**config.mk**
```make
export PLATFORM = sky130hd
export DESIGN_NAME = add_sub_pipe
export DESIGN_NICKNAME = d
export VERILOG_FILES = /design/src/rtl/add_sub_pipe.sv
export SDC_FILE = /design/constraint.sdc
export NUM_CORES = 1
export LEC_CHECK = 0
export CAP_MARGIN = 15
export CORE_MARGIN = 2
export CORE_UTILIZATION = 45
export DETAILED_ROUTE_END_ITERATION = 8
export GPL_ROUTABILITY_DRIVEN = 1
export PLACE_DENSITY_LB_ADDON = 0.1
export SETUP_SLACK_MARGIN = 0.5
export SYNTH_ARGS = -nofsm -noshare
export SYNTH_HDL_FRONTEND = slang
export SYNTH_SLANG_ARGS = --single-unit
```
**constraint.sdc**
```tcl
create_clock -name clk -period 3.8 [get_ports clk]
set_input_delay 0.76 -clock clk [delete_from_list [all_inputs] [get_ports clk]]
set_output_delay 0.76 -clock clk [all_outputs]
set_load 0.02 [all_outputs]
```
**src/rtl/add_sub_pipe.sv**
```systemverilog
// ---------------------------------------------------------------------------
// add_sub_pipe
//   Pipelined two's-complement adder/subtractor. The carry chain is split
//   into SLICE-bit segments and each segment is resolved in its own register
//   stage, so WIDTH can grow without a long combinational ripple. The block
//   has valid/ready handshaking on both sides, status flags, and optional
//   signed saturation.
//
//   Stall model: a single global stall (out_valid && !out_ready) freezes every
//   stage and the output registers. Bubbles are not collapsed.
//
// Ports
//   clk        rising-edge clock
//   rst        asynchronous active-high reset
//   in_valid   operand beat present
//   in_ready   block accepts a beat this cycle
//   mode       0 = a+b, 1 = a-b
//   sat        1 = clamp signed overflow to the signed limit
//   a, b       operands (WIDTH bits)
//   out_valid  result beat present
//   out_ready  downstream accepts the result
//   result     sum/difference, possibly saturated
//   carry      carry out of the MSB (subtract: 1 = no borrow)
//   overflow   signed overflow of the raw (unsaturated) result
//   zero       result == 0 (after saturation)
//   negative   result MSB (after saturation)
// ---------------------------------------------------------------------------
module add_sub_pipe #(
    parameter int WIDTH = 16,
    parameter int SLICE = 4
) (
    input  logic             clk,
    input  logic             rst,
    input  logic             in_valid,
    output logic             in_ready,
    input  logic             mode,
    input  logic             sat,
    input  logic [WIDTH-1:0] a,
    input  logic [WIDTH-1:0] b,
    output logic             out_valid,
    input  logic             out_ready,
    output logic [WIDTH-1:0] result,
    output logic             carry,
    output logic             overflow,
    output logic             zero,
    output logic             negative
);

    localparam int STAGES = WIDTH / SLICE;
    localparam int LAST   = STAGES - 1;

    // One SLICE-bit segment of the carry chain; MSB of the return is carry out.
    function automatic logic [SLICE:0] slice_add(
        input logic [SLICE-1:0] x,
        input logic [SLICE-1:0] y,
        input logic             inv,
        input logic             cin
    );
        slice_add = {1'b0, x} + {1'b0, y ^ {SLICE{inv}}} + {{SLICE{1'b0}}, cin};
    endfunction

    // A wrapped positive overflow shows a negative raw sign, and vice versa.
    function automatic logic [WIDTH-1:0] saturate(
        input logic [WIDTH-1:0] raw,
        input logic             ovf,
        input logic             en
    );
        if (en && ovf) begin
            saturate = raw[WIDTH-1] ? {1'b0, {(WIDTH-1){1'b1}}}
                                    : {1'b1, {(WIDTH-1){1'b0}}};
        end else begin
            saturate = raw;
        end
    endfunction

    // Per-stage skew registers: entry k holds a beat waiting to resolve slice k.
    logic [STAGES-1:0] vld_p;
    logic [WIDTH-1:0]  a_p    [STAGES];
    logic [WIDTH-1:0]  b_p    [STAGES];
    logic [WIDTH-1:0]  sum_p  [STAGES];
    logic              cy_p   [STAGES];
    logic              mode_p [STAGES];
    logic              sat_p  [STAGES];

    logic [WIDTH-1:0]  sum_nxt [STAGES];
    logic              cout    [STAGES];

    logic              ready_q;
    logic              stall;

    logic [WIDTH-1:0]  raw_sum;
    logic              raw_carry;
    logic              raw_ovf;
    logic              a_msb;
    logic              bi_msb;
    logic [WIDTH-1:0]  sat_sum;

    assign stall    = out_valid && !out_ready;
    // ready_q keeps the input closed for the first cycle after reset release.
    assign in_ready = ready_q && !stall;

    // Slice resolution: each stage fills its own SLICE bits of the partial sum.
    always_comb begin
        logic [SLICE:0] slice_r;
        slice_r = '0;
        for (int k = 0; k < STAGES; k++) begin
            slice_r    = slice_add(a_p[k][k*SLICE +: SLICE], b_p[k][k*SLICE +: SLICE],
                                   mode_p[k], cy_p[k]);
            sum_nxt[k] = sum_p[k];
            sum_nxt[k][k*SLICE +: SLICE] = slice_r[SLICE-1:0];
            cout[k]    = slice_r[SLICE];
        end
    end

    // Final stage: signed overflow is equivalent to carry-in(MSB) ^ carry-out(MSB),
    // detected here from operand/result signs so it works for any SLICE.
    assign raw_sum   = sum_nxt[LAST];
    assign raw_carry = cout[LAST];
    assign a_msb     = a_p[LAST][WIDTH-1];
    assign bi_msb    = b_p[LAST][WIDTH-1] ^ mode_p[LAST];
    assign raw_ovf   = (a_msb == bi_msb) && (raw_sum[WIDTH-1] != a_msb);
    assign sat_sum   = saturate(raw_sum, raw_ovf, sat_p[LAST]);

    // Input capture (stage 0) and slice stages 1..STAGES-1: datapath, no reset.
    always_ff @(posedge clk) begin
        if (!stall) begin
            a_p[0]    <= a;
            b_p[0]    <= b;
            mode_p[0] <= mode;
            sat_p[0]  <= sat;
            cy_p[0]   <= mode;
            sum_p[0]  <= '0;
            for (int k = 1; k < STAGES; k++) begin
                a_p[k]    <= a_p[k-1];
                b_p[k]    <= b_p[k-1];
                mode_p[k] <= mode_p[k-1];
                sat_p[k]  <= sat_p[k-1];
                sum_p[k]  <= sum_nxt[k-1];
                cy_p[k]   <= cout[k-1];
            end
        end
    end

    // Valid chain and output stage.
    always_ff @(posedge clk or posedge rst) begin
        if (rst) begin
            ready_q   <= 1'b0;
            vld_p     <= '0;
            out_valid <= 1'b0;
            result    <= '0;
            carry     <= 1'b0;
            overflow  <= 1'b0;
            zero      <= 1'b0;
            negative  <= 1'b0;
        end else begin
            ready_q <= 1'b1;
            if (!stall) begin
                vld_p[0] <= in_valid && ready_q;
                for (int k = 1; k < STAGES; k++) begin
                    vld_p[k] <= vld_p[k-1];
                end
                out_valid <= vld_p[LAST];
                if (vld_p[LAST]) begin
                    result   <= sat_sum;
                    carry    <= raw_carry;
                    overflow <= raw_ovf;
                    zero     <= (sat_sum == '0);
                    negative <= sat_sum[WIDTH-1];
                end
            end
        end
    end

endmodule
```
==> metrics.txt <==
crit-path most repeated cell clkdlybuf4s50_1; postcts setup bufs 0; R2R setup slack 1.26 ns; die area 12700 sq um; wire length per cell 13.1 um; Ys Warns 0; Crit path max-delay family buffers and inverters; Max Freq 338 MHz; TritonCTS buffer count 17; TritonCTS clock tree built; Critical Path AT 2.20 ns; CTS Hold Bufs 0; worst hold start b_p[0][15]$_DFFE_PN_; Lkg Pwr 2.61 nW; Async SR Flop Fraction 17.9%; largest net degree at the start of global routing 58; first-pass GRT wire length 12.2 mm; final hold vios 0; vias 2641; Initial DRT Pass Iterations 4; Max-cap violations 0; worst slew pin tran 0.943 ns; I/O Buffers 59; Switching Share 30.4%; # rows 39; Seq cells post-synth 140; drt via density 4.84; Clock Tree Root clkbuf_16; CP Data Required Time 3.04 ns; Critical Setup Path Class input pin to output pin; reg-to-reg endpoint zero$_DFFE_PP0P_; worst-path cell chain clkdlybuf4s50_1 -> nand2b_4 -> and2_1 -> clkdlybuf4s50_1; Post-synth EDFFs 115; commonest non-fill, non-tap cell in the layout edfxtp_1; sequential share of power 42.4%; Routed Antenna Nets 0; # fillers 896; Clock power frac 27.3%; Skew-Pair Late Insertion Delay 0.40 ns; VDD IR max 0.423 mV; post-route clock skew 0.00695 ns; r2r startpoint mode_p[3]$_DFFE_PN_; Pwr Density 931 nW/um^2; Cell Area, Synth 5330 sq um; setup_tns 0 ns; post-DP HPWL 4.64 mm; GRT overflow 0; Initial DRC Count 119; post-synthesis cell count 317; hold endpoint b_p[1][15]$_DFFE_PN_; die height 113 um; syn_nets 374; Horiz. Die Dim 113 um; final worst-path cycle share 78.0%; Starting Density 46.4%; critical path's slowest cell clkdlybuf4s50_1; RD Place Congestion 0.772; critical path peak fanout 17; Layout Nets 447; FF-to-FF path depth 8; hold depth 0; post_cts resized 0; internal power 4.34 mW; Primary FF master, synth edfxtp_1; most frequent cells in the layout edfxtp_1 (115), clkdlybuf4s50_1 (59), dfrtp_1 (25), nand2_1 (20), inv_1 (19); crit start category input pin; Relative slew margins 37.1%; crit path time final 2.96 ns; ratio of cells with drive above 1 in the final layout 10.2%; Worst-path clk slew 0.06 ns; Buf/Inv on CP 2; ant diodes 0; switching power 1.90 mW; Synth-to-Final Area Change 25.8%; Power Total 6.24 mW; core region area 11500 sq um; Setup crit end kind output pin; DRC 0; # clock sinks 140; initial antenna violation count 0; overall routing resource usage 12.3%; vias in the first global route 2615; Setup Viol. Count Final 0; number of I/O pins 60; Comb pwr share 30.4%; Seq/Total Area, Yosys 76.6%; Pins Over Slew Limit 0; syn_area_per_cell 16.8 sq um; htree depth 4; status finished clean; Yosys cell types 42; Hold Crit Class flip-flop to flip-flop; Clock Path Buffers 2; slowest stage delay, CP 0.59 ns; Routed WL 7.18 mm; unrepaired setup endpoints after global routing no
[flip-flops by register name, indices dropped and copies added, names as in the netlist]
name	cells
sat_p	4
b_p	40
negative	1
zero	1
cy_p	4
ready_q	1
sum_p	24
result	15
a_p	40
mode_p	3
carry	1
vld_p	4
overflow	1
out_valid	1
[worst max path at each step]
stage              start                    to  slack [ns]  depth (start not counted)
3_3_place_gp   out_ready  a_p[3][14]$_DFFE_PN_        0.70                          4
5_1_grt        out_ready              in_ready        0.79                          4
4_1_cts        out_ready              in_ready        0.82                          4
2_1_floorplan  out_ready              in_ready        0.99                          3
3_5_place_dp   out_ready  a_p[2][14]$_DFFE_PN_        0.68                          4
6_report       out_ready              in_ready        0.84                          4
[power groups by stage]
stage	clock, mW	combinational, mW	sequential [mW]
after floorplan	0	1.26	2.72
after global placement	0	1.86	2.66
after detailed placement	0	1.90	2.68
after CTS	1.74	1.91	2.65
after global routing	1.82	2.13	2.71
final	1.70	1.89	2.64
[logic make-up after synthesis]
family	synth area share [%]
XOR/XNOR	3.78
AO/OA/AOI/OAI	6.39
multiplexers	0.822
flip-flops	76.6
other	0.0704
buffers and inverters	2.44
adder cells (fa/ha/maj)	5.45
AND/OR/NAND/NOR	4.46
[per-layer routing]
metal,global-route usage (%),share of wire (%),vias up
met2,18.4,47,72
li1,-,-,1316
met5,0,0,-
met3,5.30,5.9,8
met4,5.77,1.2,0
met1,15.6,46,1245
[cell type report]
cell class | instances | area (sq um) | area share [%]
tap | 143 | 179 | 2.67
multi-input combinational | 148 | 1120 | 16.8
sequential | 140 | 4080 | 60.9
inverter | 19 | 71.3 | 1.06
clock buffer | 21 | 450 | 6.72
clock inverter | 11 | 169 | 2.52
timing repair buffer | 64 | 628 | 9.37
[cell usage after synthesis (5+ instances only)]
| cell type | n | area (sq um) |
|---|---|---|
| inv_1 | 19 | 71.3 |
| fa_1 | 7 | 140 |
| ha_1 | 12 | 150 |
| o21ai_1 | 10 | 50.1 |
| nand2_1 | 20 | 75.1 |
| edfxtp_1 | 115 | 3450 |
| xnor2_1 | 7 | 61.3 |
| xor2_1 | 16 | 140 |
| nand2b_1 | 5 | 31.3 |
| o21ai_0 | 12 | 60.1 |
| a31oi_1 | 14 | 87.6 |
| clkbuf_1 | 5 | 18.8 |
| dfrtp_1 | 25 | 626 |
| a21oi_1 | 7 | 35.0 |
| nor2b_1 | 5 | 31.3 |
[metrics by stage]
step	utilization (%)	area, sq um	setup WS (ns)	hold slack, ns	instances
3_5_place_dp	53.0	6080	0.675	0.405	514
4_1_cts	58.4	6700	0.821	0.417	546
3_3_place_gp	53.0	6080	0.702	0.401	514
5_1_grt	58.4	6700	0.786	0.422	546
6_report	58.4	6700	0.837	0.414	546
2_1_floorplan	-	5330	0.986	0.400	317
[worst reg2reg max path, cell delays in order, from the launching register on]
cell      delay (ns)
edfxtp_1        0.50
xnor2_1         0.19
fa_1            0.41
inv_1           0.08
fa_1            0.44
nor4b_1         0.32
nand2_1         0.08
nor4b_1         0.27
a31o_1          0.20
(Power assumes the default switching activity.)
